$ cat config.mk
export PLATFORM = sky130hd
export DESIGN_NAME = muldiv_unit_flat
export DESIGN_NICKNAME = d
export VERILOG_FILES = /design/src/rtl/muldiv_unit_if.sv /design/src/rtl/muldiv_unit.sv /design/src/flat_wrapper.sv
export SDC_FILE = /design/constraint.sdc
export NUM_CORES = 1
export LEC_CHECK = 0
export ABC_AREA = 0
export BUFFER_PORTS_ARGS = -buffer_cell sky130_fd_sc_hd__clkbuf_2
export CELL_PAD_IN_SITES_DETAIL_PLACEMENT = 2
export CELL_PAD_IN_SITES_GLOBAL_PLACEMENT = 2
export CORE_MARGIN = 2
export CORE_UTILIZATION = 38
export CTS_CLUSTER_DIAMETER = 150
export DETAILED_ROUTE_END_ITERATION = 7
export PLACE_DENSITY = 0.95
export SETUP_SLACK_MARGIN = 0.15
export SYNTH_ARGS = -nofsm -noshare
export SYNTH_HDL_FRONTEND = slang
export SYNTH_SLANG_ARGS = --single-unit
$ cat constraint.sdc
create_clock -name i_clk -period 5.4 [get_ports i_clk]
set_clock_uncertainty 0.2 [all_clocks]
set_input_delay 0.81 -clock i_clk [delete_from_list [all_inputs] [get_ports i_clk]]
set_output_delay 0.81 -clock i_clk [all_outputs]
set_load 0.1 [all_outputs]
$ cat src/rtl/muldiv_unit_if.sv
// muldiv_unit_if: request/response bundle between the EX stage and muldiv_unit.
//   master : EX-stage side, drives i_start/i_funct/i_op_a/i_op_b/i_flush and
//            observes o_busy/o_done/o_div_by_zero/o_hi/o_lo.
//   slave  : muldiv_unit side, the reverse directions.
interface muldiv_unit_if #(
    parameter int DATA_BUS_WIDTH      = 32,
    parameter int ALU_FUNCT_BUS_WIDTH = 6
);
    logic                           i_start;
    logic [ALU_FUNCT_BUS_WIDTH-1:0] i_funct;
    logic [DATA_BUS_WIDTH-1:0]      i_op_a;
    logic [DATA_BUS_WIDTH-1:0]      i_op_b;
    logic                           i_flush;
    logic                           o_busy;
    logic                           o_done;
    logic                           o_div_by_zero;
    logic [DATA_BUS_WIDTH-1:0]      o_hi;
    logic [DATA_BUS_WIDTH-1:0]      o_lo;

    modport master (
        output i_start, i_funct, i_op_a, i_op_b, i_flush,
        input  o_busy, o_done, o_div_by_zero, o_hi, o_lo
    );

    modport slave (
        input  i_start, i_funct, i_op_a, i_op_b, i_flush,
        output o_busy, o_done, o_div_by_zero, o_hi, o_lo
    );
endinterface

$ cat src/rtl/muldiv_unit.sv
// muldiv_unit: iterative MULT/MULTU/DIV/DIVU sequencer owning HI/LO.
//   i_clk   : clock, all state changes on the rising edge
//   i_reset : synchronous active-high reset (returns to IDLE, clears HI/LO)
//   bus     : muldiv_unit_if.slave
//             i_start/i_funct/i_op_a/i_op_b request, i_flush abort,
//             o_busy (RUN/FIX), o_done pulse, o_div_by_zero, o_hi/o_lo.
// Optional macro MULDIV_FAST_MULT_EN: MULT/MULTU use a single-cycle
// combinational product and go straight to FIX; divide is unaffected.
module muldiv_unit #(
    parameter int DATA_BUS_WIDTH      = 32,
    parameter int ALU_FUNCT_BUS_WIDTH = 6
) (
    input logic           i_clk,
    input logic           i_reset,
    muldiv_unit_if.slave  bus
);
    localparam int W     = DATA_BUS_WIDTH;
    localparam int CNT_W = $clog2(W);

    localparam logic [ALU_FUNCT_BUS_WIDTH-1:0] FUNCT_MULT  = ALU_FUNCT_BUS_WIDTH'(8'h18);
    localparam logic [ALU_FUNCT_BUS_WIDTH-1:0] FUNCT_MULTU = ALU_FUNCT_BUS_WIDTH'(8'h19);
    localparam logic [ALU_FUNCT_BUS_WIDTH-1:0] FUNCT_DIV   = ALU_FUNCT_BUS_WIDTH'(8'h1A);
    localparam logic [ALU_FUNCT_BUS_WIDTH-1:0] FUNCT_DIVU  = ALU_FUNCT_BUS_WIDTH'(8'h1B);

    typedef enum logic [1:0] {S_IDLE, S_RUN, S_FIX, S_DONE} state_t;

    state_t           state;
    logic [2*W-1:0]   acc;      // mult: {partial, multiplier}; div: {remainder, dividend/quotient}
    logic [W-1:0]     opnd;     // |multiplicand| or |divisor|
    logic [CNT_W-1:0] cnt;
    logic             op_div;
    logic             neg_res;
    logic             neg_rem;
    logic [W-1:0]     hi_q, lo_q;
    logic             busy_q, done_q, dbz_q;

    logic             funct_ok, is_div, is_sgn, can_accept;
    logic             a_neg, b_neg;
    logic [W-1:0]     a_abs, b_abs;
    logic [W:0]       mul_sum, div_trial;
    logic [2*W-1:0]   mul_next, div_next, acc_neg;
    logic [W-1:0]     fix_hi, fix_lo;

    always_comb begin
        funct_ok = 1'b0;
        is_div   = 1'b0;
        is_sgn   = 1'b0;
        case (bus.i_funct)
            FUNCT_MULT:  begin funct_ok = 1'b1; is_sgn = 1'b1; end
            FUNCT_MULTU: begin funct_ok = 1'b1; end
            FUNCT_DIV:   begin funct_ok = 1'b1; is_div = 1'b1; is_sgn = 1'b1; end
            FUNCT_DIVU:  begin funct_ok = 1'b1; is_div = 1'b1; end
            default:     ;
        endcase
        // flush overrides a simultaneous request in every state
        can_accept = bus.i_start && !bus.i_flush && funct_ok &&
                     (state == S_IDLE || state == S_DONE);
        a_neg = is_sgn & bus.i_op_a[W-1];
        b_neg = is_sgn & bus.i_op_b[W-1];
        a_abs = a_neg ? (~bus.i_op_a + 1'b1) : bus.i_op_a;
        b_abs = b_neg ? (~bus.i_op_b + 1'b1) : bus.i_op_b;
    end

    // Shift-add step: add multiplicand into the upper half when the
    // multiplier LSB is set, then shift the whole register right.
    always_comb begin
        mul_sum  = {1'b0, acc[2*W-1:W]} + (acc[0] ? {1'b0, opnd} : '0);
        mul_next = {mul_sum, acc[W-1:1]};
    end

    // Restoring step: shift next dividend bit into the remainder and
    // subtract; keep the difference only if it did not go negative.
    always_comb begin
        div_trial = {acc[2*W-1:W], acc[W-1]} - {1'b0, opnd};
        div_next  = div_trial[W] ? {acc[2*W-2:0], 1'b0}
                                 : {div_trial[W-1:0], acc[W-2:0], 1'b1};
    end

    always_comb begin
        acc_neg = ~acc + 1'b1;
        if (op_div) begin
            fix_lo = neg_res ? acc_neg[W-1:0] : acc[W-1:0];
            fix_hi = neg_rem ? (~acc[2*W-1:W] + 1'b1) : acc[2*W-1:W];
        end else begin
            fix_hi = neg_res ? acc_neg[2*W-1:W] : acc[2*W-1:W];
            fix_lo = neg_res ? acc_neg[W-1:0]   : acc[W-1:0];
        end
    end

`ifdef MULDIV_FAST_MULT_EN
    logic [2*W-1:0] fast_a, fast_b, fast_prod;
    // Sign/zero-extend to 2W so one truncated product serves both MULT and MULTU.
    always_comb begin
        fast_a    = {{W{is_sgn & bus.i_op_a[W-1]}}, bus.i_op_a};
        fast_b    = {{W{is_sgn & bus.i_op_b[W-1]}}, bus.i_op_b};
        fast_prod = fast_a * fast_b;
    end
`endif

    always_ff @(posedge i_clk) begin
        if (i_reset) begin
            state   <= S_IDLE;
            acc     <= '0;
            opnd    <= '0;
            cnt     <= '0;
            op_div  <= 1'b0;
            neg_res <= 1'b0;
            neg_rem <= 1'b0;
            hi_q    <= '0;
            lo_q    <= '0;
            busy_q  <= 1'b0;
            done_q  <= 1'b0;
            dbz_q   <= 1'b0;
        end else begin
            done_q <= 1'b0;
            dbz_q  <= 1'b0;
            case (state)
                S_IDLE, S_DONE: begin
                    state  <= S_IDLE;
                    busy_q <= 1'b0;
                    if (can_accept) begin
                        op_div  <= is_div;
                        neg_res <= a_neg ^ b_neg;
                        neg_rem <= a_neg;
                        cnt     <= CNT_W'(W - 1);
                        if (is_div && bus.i_op_b == '0) begin
                            state  <= S_DONE;
                            done_q <= 1'b1;
                            dbz_q  <= 1'b1;
                        end
`ifdef MULDIV_FAST_MULT_EN
                        else if (!is_div) begin
                            acc     <= fast_prod;
                            neg_res <= 1'b0;
                            state   <= S_FIX;
                            busy_q  <= 1'b1;
                        end
`endif
                        else begin
                            acc    <= is_div ? {{W{1'b0}}, a_abs} : {{W{1'b0}}, b_abs};
                            opnd   <= is_div ? b_abs : a_abs;
                            state  <= S_RUN;
                            busy_q <= 1'b1;
                        end
                    end
                end
                S_RUN: begin
                    if (bus.i_flush) begin
                        state  <= S_IDLE;
                        busy_q <= 1'b0;
                    end else begin
                        acc <= op_div ? div_next : mul_next;
                        if (cnt == '0) state <= S_FIX;
                        else           cnt   <= cnt - 1'b1;
                    end
                end
                S_FIX: begin
                    busy_q <= 1'b0;
                    if (bus.i_flush) begin
                        state <= S_IDLE;
                    end else begin
                        hi_q   <= fix_hi;
                        lo_q   <= fix_lo;
                        state  <= S_DONE;
                        done_q <= 1'b1;
                    end
                end
                default: begin
                    state  <= S_IDLE;
                    busy_q <= 1'b0;
                end
            endcase
        end
    end

    assign bus.o_busy        = busy_q;
    assign bus.o_done        = done_q;
    assign bus.o_div_by_zero = dbz_q;
    assign bus.o_hi          = hi_q;
    assign bus.o_lo          = lo_q;
endmodule

$ cat src/flat_wrapper.sv
// flat-port wrapper written by rule: the top's interface ports become plain ports
module muldiv_unit_flat 
#(
    parameter int DATA_BUS_WIDTH      = 32,
    parameter int ALU_FUNCT_BUS_WIDTH = 6
)
  (i_clk, i_reset, bus_i_start, bus_i_funct, bus_i_op_a, bus_i_op_b, bus_i_flush, bus_o_busy, bus_o_done, bus_o_div_by_zero, bus_o_hi, bus_o_lo);
  muldiv_unit_if #(.DATA_BUS_WIDTH(DATA_BUS_WIDTH), .ALU_FUNCT_BUS_WIDTH(ALU_FUNCT_BUS_WIDTH)) bus_i ();
  input logic i_clk;
  input logic i_reset;
  input wire logic [$bits(bus_i.i_start)-1:0] bus_i_start;
  input wire logic [$bits(bus_i.i_funct)-1:0] bus_i_funct;
  input wire logic [$bits(bus_i.i_op_a)-1:0] bus_i_op_a;
  input wire logic [$bits(bus_i.i_op_b)-1:0] bus_i_op_b;
  input wire logic [$bits(bus_i.i_flush)-1:0] bus_i_flush;
  output wire logic [$bits(bus_i.o_busy)-1:0] bus_o_busy;
  output wire logic [$bits(bus_i.o_done)-1:0] bus_o_done;
  output wire logic [$bits(bus_i.o_div_by_zero)-1:0] bus_o_div_by_zero;
  output wire logic [$bits(bus_i.o_hi)-1:0] bus_o_hi;
  output wire logic [$bits(bus_i.o_lo)-1:0] bus_o_lo;
  assign bus_i.i_start = bus_i_start;
  assign bus_i.i_funct = bus_i_funct;
  assign bus_i.i_op_a = bus_i_op_a;
  assign bus_i.i_op_b = bus_i_op_b;
  assign bus_i.i_flush = bus_i_flush;
  assign bus_o_busy = bus_i.o_busy;
  assign bus_o_done = bus_i.o_done;
  assign bus_o_div_by_zero = bus_i.o_div_by_zero;
  assign bus_o_hi = bus_i.o_hi;
  assign bus_o_lo = bus_i.o_lo;
  muldiv_unit #(.DATA_BUS_WIDTH(DATA_BUS_WIDTH), .ALU_FUNCT_BUS_WIDTH(ALU_FUNCT_BUS_WIDTH)) u_core (.i_clk(i_clk), .i_reset(i_reset), .bus(bus_i));
endmodule
After elaboration in Yosys (flattened, before gate mapping)
Index checks and enable logic that the tools add are counted.
Widths: inputs -> output; s select.

word-level totals
  register bits after elaboration = 173
  input port bits = 74
  output and inout port bits = 67
  word-level logic and storage cells = 98

cells by class
  add/sub/neg operators = 7
  equal/unequal tests = 13
  muxes and demuxes = 36
  bitwise gates (word level) = 10
  reductions and logical operators = 20

operators by type and width
  cell                   number
  $mux 64                5
  $mux 32                9
  $pmux 64 s2            1
  $add 32x1->32 const B  3
  $not 32->32            3
  $add 64x1->64 const B  1
  $not 64->64            1
  $add 32x33->33         1
  $sub 33x32->33         1
  $logic_not 32->1       1
  $eq 6x5->1 const B     4
  $mux 5                 3
  $mux 2                 5
  $pmux 5 s2             1
  $mux 1                 9
  $ne 2x2->1 const B     4
  $reduce_and 4->1       2
  $reduce_or 2->1        4
  $pmux 2 s3             1
  $logic_not 5->1        1
  $sub 5x1->5 const B    1
  $eq 2x2->1 const B     2
  $logic_and 1x1->1      4
  $reduce_and 2->1       2
  14 further kinds       17

Depth between registers and ports, before layout
Gate-level depths: netlist of run 1.

  depth in word-level cells = 9
  mapped depth = 14
  depth with buffers taken out = 13

Worst setup path before layout of run 1
No wires, ideal clock.

  path type = reg-to-reg
  start point = register u_core.acc[0]
  end point = register u_core.acc[60]
  setup time = 117 ps
  data arrival time = 3030 ps
  required time = 5083 ps
  path slack = 2053 ps
  stages on the path, launching flop included = 15
  buffers on the path = 2
  clock period less this slack = 3347 ps
  cells stage by stage = dfxtp_1 -> inv_1 -> clkbuf_1 -> nor2_1 -> ha_1 -> clkbuf_1 -> a21o_1 -> a311o_1 -> a211oi_1 -> nand3_1 -> a41oi_1 -> nor3_1 -> a221oi_1 -> mux2i_1 -> a32o_1

between the ends
  longest elaborated chain between the ends = 5

RTL lines
  element                 line                text
  from (decl)             muldiv_unit.sv:28   logic [2*W-1:0] acc;
  from (signal assigned)  muldiv_unit.sv:140  acc <= is_div ? {{W{1'b0}}, a_abs} : {{W{1'b0}}, b_abs};
  from (signal assigned)  muldiv_unit.sv:152  acc <= op_div ? div_next : mul_next;
  $mux 32                 muldiv_unit.sv:67   mul_sum = {1'b0, acc[2*W-1:W]} + (acc[0] ? {1'b0, opnd} : '0);
  $add 32x33->33          muldiv_unit.sv:67
  $mux 64                 muldiv_unit.sv:152
  $mux 64                 muldiv_unit.sv:148  if (bus.i_flush) begin
  $pmux 64 s2             muldiv_unit.sv:117  case (state)

Every way passes these cells. The select of a mux whose other input is x is not followed.
A chain may end at the register's enable or synchronous reset.

Worst setup path in the final report of run 1
  start point = register u_core.acc[31]
  end point = register u_core.acc[35]

between the ends
  longest elaborated chain between the ends = 5

RTL lines
  element         line                text
  $sub 33x32->33  muldiv_unit.sv:74   div_trial = {acc[2*W-1:W], acc[W-1]} - {1'b0, opnd};
  $mux 64         muldiv_unit.sv:75   div_next = div_trial[W] ? {acc[2*W-2:0], 1'b0}
  $mux 64         muldiv_unit.sv:152
  $mux 64         muldiv_unit.sv:148
  $pmux 64 s2     muldiv_unit.sv:117

Every way passes these cells. The select of a mux whose other input is x is not followed.

==> flow_summary.json, run 1 <==
{
  "grt_pass1_wl_um": 118000,
  "swShare": 0.332,
  "p_sw_mw": 1.03,
  "cts_resized": 0,
  "avgSynthCellArea_um2": 7.48,
  "layout-drive-gt1-share": 0.134,
  "clock_path_buffers": 2,
  "cts_setup_buffers": 0,
  "clkSinkCount": 173,
  "critPathSlowestCell": "o211ai_1",
  "grt_start_max_net_pins": 76,
  "remaining_drc_errors": 0,
  "worstHoldEndpoint": "u_core.opnd[7]",
  "viasPerCell": 6.82,
  "intPower_mw": 2.08,
  "cp-end-kind": "flop",
  "num_vias": 17100,
  "place_area_um2": 15400,
  "synth-seq-area-share": 0.242,
  "reg2reg_slack_ps": 630,
  "critical_path.max_fanout": 30,
  "wl_per_cell_um": 31.6,
  "synth-edff-count": 0,
  "holdPathStages": 2,
  "firstDrtPassIters": 6,
  "drv_slew": 0,
  "timing.rr.end": "u_core.acc[35]",
  "hp-class": "flop to flop",
  "grt_use_total": 0.398,
  "core_um2": 37400,
  "holdCritStartpoint": "u_core.opnd[7]",
  "path_cells": "inv_1, ha_1, fa_1, nand2b_1, a21oi_1, o211ai_1, a21o_1, a21oi_1, o311ai_4, buf_4, o211ai_1, a32o_1",
  "rsz0062_at_grt": "false",
  "hpwl_um": 51800,
  "die_width_um": 198,
  "syn_to_final_growth_pct": 11.7,
  "hold_viol": 0,
  "cts_hold_buf": 0,
  "final_area_um2": 16000,
  "status": "completed",
  "path_class": "flop to flop",
  "clock_latency_ps": 470,
  "dieArea_um2": 39200,
  "cap_violations": 0,
  "powerDensity_nw_per_um2": 195,
  "r2r-start": "u_core.acc[31]",
  "setup_viol": 0,
  "setup-tns-final_ps": 0,
  "place_ws_ps": 750,
  "power.leakage_nw": 6.28,
  "htree_levels": 4,
  "maxSlewHeadroom": 0.286,
  "synthDistinctLibCells": 86,
  "reg2reg_depth": 12,
  "path_clk_slew_ps": 90,
  "routed_wl_um": 79100,
  "synth_ff_type": "dfxtp_1",
  "startpoint": "u_core.acc[31]",
  "finalCritPeriodShare": 0.884,
  "floorplan.initialDensity": 0.383,
  "place.port_buffers": 140,
  "die_h_um": 198,
  "ant_nets": 0,
  "antenna_found_initial": 10,
  "nets": 2123,
  "numCtsBuffers": 17,
  "min_period_ps": 4770,
  "max_freq_mhz": 209,
  "ys_seq_elements": 173,
  "dr.first_iter.drc_count": 1648,
  "syn-instance-count": 1913,
  "place.gp.congestion": 0.938,
  "num_io_pins": 141,
  "power_mw": 3.11,
  "worst_slew_pin_slew_ps": 1060,
  "start_kind": "flop",
  "ys_warn_count": 0,
  "syn_area_um2": 14300,
  "seq_power_share": 0.415,
  "synth_fp_nets": 2061,
  "pwr-share-clk": 0.449,
  "required_ps": 5570,
  "cts_tree": "built",
  "pwr-share-comb": 0.136,
  "arrival_ps": 4950,
  "critPathMaxStageDelay_ps": 690,
  "grt_overflow": 0,
  "first_global_vias": 18300,
  "clock-root-buffer": "clkbuf_16",
  "num_rows": 71,
  "ir_drop_mv": 0.161,
  "synthArstFlopShare": 0,
  "setup_ws_ps": 626
}
==> final cells by class <==
| class | instances | area (um^2) |
|---|---|---|
| clock inverter | 15 | 196 |
| inverter | 68 | 255 |
| multi-input combinational | 1551 | 10100 |
| antenna | 6 | 15.0 |
| timing repair buffer | 164 | 883 |
| tap | 511 | 639 |
| sequential | 173 | 3460 |
| clock buffer | 17 | 425 |
| fill | 4235 | 21400 |
==> Yosys cell counts, types with 26 or more instances <==
library cell	number	area, um^2
mux2_2	26	293
xor2_1	98	858
xnor2_1	76	666
nor3_1	55	275
nor2_1	216	811
o211ai_1	44	330
o21ai_1	27	135
a211oi_1	98	736
a21o_1	42	315
inv_1	67	251
o22ai_1	27	169
ha_1	72	901
nand2_1	217	815
dfxtp_1	173	3460
clkbuf_1	92	345
o21ai_0	73	365
nand3_1	26	130
a21oi_1	153	766
==> cells by family after synthesis <==
kind of cell,Yosys count,synth area share
AOI/OAI and AO/OA,615,0.289
muxes,41,0.0309
buffers and inverters,189,0.0533
adders and majority gates,74,0.0657
xor gates and xnor gates,174,0.106
and+or+nand+nor,647,0.212
DFF,173,0.242
==> layout by cell type, fill, tap and decap left out, drive strengths merged, types with 42 or more instances in the layout <==
| cell type | Yosys | routed |
|---|---|---|
| nor3 | 56 | 56 |
| xnor2 | 76 | 76 |
| a21o | 42 | 42 |
| inv | 67 | 73 |
| o21ai | 101 | 101 |
| dfxtp | 173 | 173 |
| clkbuf | 92 | 156 |
| xor2 | 98 | 98 |
| nand2 | 217 | 217 |
| nor2 | 217 | 217 |
| o211ai | 44 | 44 |
| ha | 72 | 72 |
| a21oi | 156 | 156 |
| a211oi | 100 | 100 |
==> per-stage QoR <==
step	hold WS, ps	util	instances
after global routing	290	0.428	2502
final	268	0.428	2505
after floorplan	232	-	1913
after global placement	244	0.411	2467
after CTS	262	0.427	2499
after detailed placement	250	0.411	2467
==> worst max path at each step <==
stage	to	slack, ps	cells after the start
CTS	u_core.acc[61]	930	14
global route	u_core.acc[61]	540	14
detailed placement	u_core.acc[56]	750	10
global placement	u_core.acc[56]	1200	10
floorplan	u_core.acc[60]	2050	14
finish	u_core.acc[35]	630	12
==> state kept, by name (all words and copies together) (netlist names) <==
register / cells
u_core.state: 2
u_core.neg_rem: 1
u_core.bus.o_lo: 32
u_core.bus.o_hi: 32
u_core.bus.o_busy: 1
u_core.bus.o_done: 1
u_core.cnt: 5
u_core.neg_res: 1
u_core.opnd: 32
u_core.op_div: 1
u_core.acc: 64
u_core.bus.o_div_by_zero: 1
==> routing by layer <==
metal / routed length, um / part of all wire / vias up / global-route usage
met2: 36400 / 0.46 / 1045 / 0.653
met1: 29600 / 0.37 / 8540 / 0.445
met5: 27 / 0.00034 / - / 0
li1: - / - / 7059 / -
met3: 6930 / 0.088 / 425 / 0.111
met4: 6140 / 0.078 / 4 / 0.282
==> power groups by stage <==
| stage | clock [mW] | sequential (mW) | combinational [mW] |
|---|---|---|---|
| floorplan | 0 | 1.32 | 0.230 |
| global placement | 0 | 1.32 | 0.355 |
| detailed placement | 0 | 1.32 | 0.381 |
| CTS | 1.38 | 1.29 | 0.405 |
| global route | 1.44 | 1.29 | 0.440 |
| finish | 1.40 | 1.29 | 0.424 |
==> critical path, delay by kind of cell (launching register included) <==
family / cells / cell delay [ps]
adder cells (fa/ha/maj): 2 / 710
AND/OR/NAND/NOR: 1 / 210
AO/OA/AOI/OAI: 7 / 2480
buffers and inverters: 2 / 530
flip-flops: 1 / 510
(Power assumes the default switching activity.)
==> run 2, diff against run 1 <==
--- a/config.mk
+++ b/config.mk
@@ -5,12 +5,12 @@
 export SDC_FILE = /design/constraint.sdc
 export NUM_CORES = 1
 export LEC_CHECK = 0
-export ABC_AREA = 0
+export ABC_AREA = 1
 export BUFFER_PORTS_ARGS = -buffer_cell sky130_fd_sc_hd__clkbuf_2
 export CELL_PAD_IN_SITES_DETAIL_PLACEMENT = 2
 export CELL_PAD_IN_SITES_GLOBAL_PLACEMENT = 2
 export CORE_MARGIN = 2
-export CORE_UTILIZATION = 38
+export CORE_UTILIZATION = 34
 export CTS_CLUSTER_DIAMETER = 150
 export DETAILED_ROUTE_END_ITERATION = 7
 export PLACE_DENSITY = 0.95
==> run 2 against run 1 <==
Net effect:
- sequential power about the same
- worst setup slack got worse by 380 ps
- register-to-register slack got worse by 380 ps
- global-route usage increased by 2.9 points
- critical endpoint is now u_core.acc[38]
- largest cell class unchanged
- largest power group unchanged
==> flow_summary.json, run 2 <==
{
  "status": "completed",
  "required_ps": 5550,
  "synthTopCellsByArea": "dfxtp_1 (20%), nand2_1 (19%), inv_1 (10%)",
  "largest_register_ffs": 64,
  "wl_per_cell_um": 29.1,
  "ys_seq_elements": 173,
  "floorplan.initialDensity": 0.342,
  "seq_area_um2": 3460,
  "synthArstFlopShare": 0,
  "synth.most_common_cell": "nand2_1",
  "cts_setup_buffers": 0,
  "synthDistinctLibCells": 49,
  "setup_viol": 0,
  "grt_use_total": 0.427,
  "path_class": "flop to flop",
  "antenna_found_initial": 10,
  "syn_to_final_growth_pct": 10.6,
  "synthTopCellsByCount": "nand2_1 (891), inv_1 (482), nor2_1 (348)",
  "layout-drive-gt1-share": 0.0720,
  "viasPerCell": 6.18,
  "synth-edff-count": 0,
  "ys_warn_count": 0,
  "fill_cells": 6519,
  "synthAdderAreaFrac": 0.0537,
  "synth_ff_type": "dfxtp_1",
  "arrival_ps": 5300,
  "startpoint": "u_core.opnd[23]",
  "grt_overflow": 0,
  "htree_levels": 4,
  "dr.first_iter.drc_count": 2031,
  "mostFrequentLayoutCells": "nand2_1 (891), inv_1 (481), nor2_1 (347)",
  "cts_resized": 0,
  "first_global_vias": 26900,
  "cap_violations": 0,
  "synth_top_cell_area_share": 0.198,
  "finalCritPeriodShare": 0.955,
  "synth_top_family_by_area": "simple AND/OR/NAND/NOR gates",
  "place.gp.congestion": 0.991,
  "place.port_buffers": 140,
  "synth_mux_area_frac": 0,
  "critPathSlowestCell": "a21oi_1",
  "remaining_drc_errors": 0,
  "power_mw": 3.39,
  "synthSimpleGateAreaFrac": 0.400,
  "min_period_ps": 5150,
  "regMostFlops": "u_core.acc",
  "ir_drop_mv": 0.190,
  "grt_pass1_wl_um": 171000,
  "clkSinkCount": 173,
  "power.leakage_nw": 10.0,
  "ant_nets": 0,
  "nets": 3383,
  "critPathMaxStageDelay_ps": 760,
  "critical_path.max_fanout": 27,
  "stdcell_count": 3932,
  "multiInputGateArea_um2": 11700,
  "num_rows": 83,
  "die_width_um": 231,
  "worst_slew_pin_slew_ps": 1080,
  "syn-instance-count": 3166,
  "max_freq_mhz": 194,
  "synth_top_area_cell": "dfxtp_1",
  "num_vias": 24300,
  "syn_area_um2": 17500,
  "routed_wl_um": 114000,
  "setup-tns-final_ps": 0,
  "rsz0062_at_grt": "false",
  "hpwl_um": 78700,
  "clock_path_buffers": 2,
  "synth_compound_area_frac": 0.174,
  "hold_viol": 0,
  "firstDrtPassIters": 6,
  "avgSynthCellArea_um2": 5.54,
  "core_um2": 51200,
  "powerDensity_nw_per_um2": 175,
  "maxSlewHeadroom": 0.275,
  "clock-root-buffer": "clkbuf_16",
  "synth_fp_nets": 3314,
  "r2r-start": "u_core.opnd[23]",
  "numCtsBuffers": 17,
  "hp-class": "flop to flop",
  "numPlacedInstances": 3896,
  "num_io_pins": 141,
  "clock_latency_ps": 560,
  "grt_start_max_net_pins": 84,
  "cts_hold_buf": 0,
  "path_clk_slew_ps": 90,
  "die_h_um": 231,
  "drv_slew": 0,
  "cts_tree": "built",
  "start_kind": "flop",
  "holdCritStartpoint": "u_core.cnt[0]",
  "synth-seq-area-share": 0.198,
  "path_cells": "inv_1, ha_1, nand2_1, inv_1, nand2_1, nand2_1, inv_1, nand2_1, a21oi_1, nand3_2, nand2_4, nand2_1, nand3_1, nand3_1, a21oi_1",
  "cp-end-kind": "flop",
  "synth_xor_area_frac": 0.0405,
  "cpMostUsedCell": "nand2_1",
  "final_common_cell": "nand2_1",
  "dieArea_um2": 53400
}
[run 2: per-layer routing]
metal / routed length (um) / vias up / share of wire / GRT usage
met5: 27 / - / 0.00024 / 0
met4: 11800 / 4 / 0.10 / 0.384
met3: 7780 / 622 / 0.068 / 0.0990
met2: 53100 / 1316 / 0.46 / 0.704
met1: 41700 / 12000 / 0.36 / 0.456
li1: - / 10300 / - / -
[run 2: kinds of logic (layout without fill, tap and decap cells)]
| logic type | after synthesis | after routing |
|---|---|---|
| buffers and inverters | 604 | 686 |
| AND/OR/NAND/NOR | 1678 | 1678 |
| AO/OA/AOI/OAI | 556 | 556 |
| flip-flops | 173 | 173 |
| other | 0 | 4 |
| XOR/XNOR | 81 | 81 |
| adder cells (fa/ha/maj) | 74 | 74 |
[run 2: path summary, 6_finish.rpt]
path         cells after the start  slack [ps]             end
min                              1         310   u_core.cnt[0]
max reg2reg                     15         250  u_core.acc[38]
min reg2reg                      1         310   u_core.cnt[0]
max                             15         250  u_core.acc[38]
[run 2: power by group]
group | switching, mW | internal [mW] | leakage, nW | total [mW]
clock network | 0.827 | 0.642 | 0.299 | 1.47
registers | 0.0168 | 1.28 | 1.39 | 1.30
logic | 0.473 | 0.149 | 8.35 | 0.621
[run 2: critical path, delay by kind of cell (launching register included)]
family	cells	cell delay (ps)
adders and majority gates	1	440
DFF	1	720
AOI/OAI and AO/OA	2	1120
and+or+nand+nor	9	2040
buffers and inverters	3	410
[run 2: per-stage QoR]
step	util	hold WS [ps]	setup WS [ps]	cell area [um^2]
floorplan	-	231	2220	17500
global placement	0.366	251	1490	18800
detailed placement	0.366	291	1200	18800
CTS	0.379	304	1270	19400
global route	0.379	316	370	19400
finish	0.379	306	245	19400
[run 2: layout make-up]
type / count / share of cell area
multi-input cells: 2389 / 0.604
repair buffers: 165 / 0.0459
inverters: 489 / 0.0947
well taps: 680 / 0.0439
flip-flops and latches: 173 / 0.179
clock inverters: 15 / 0.0104
clock buffers: 17 / 0.0219
diodes: 4 / 0.000516
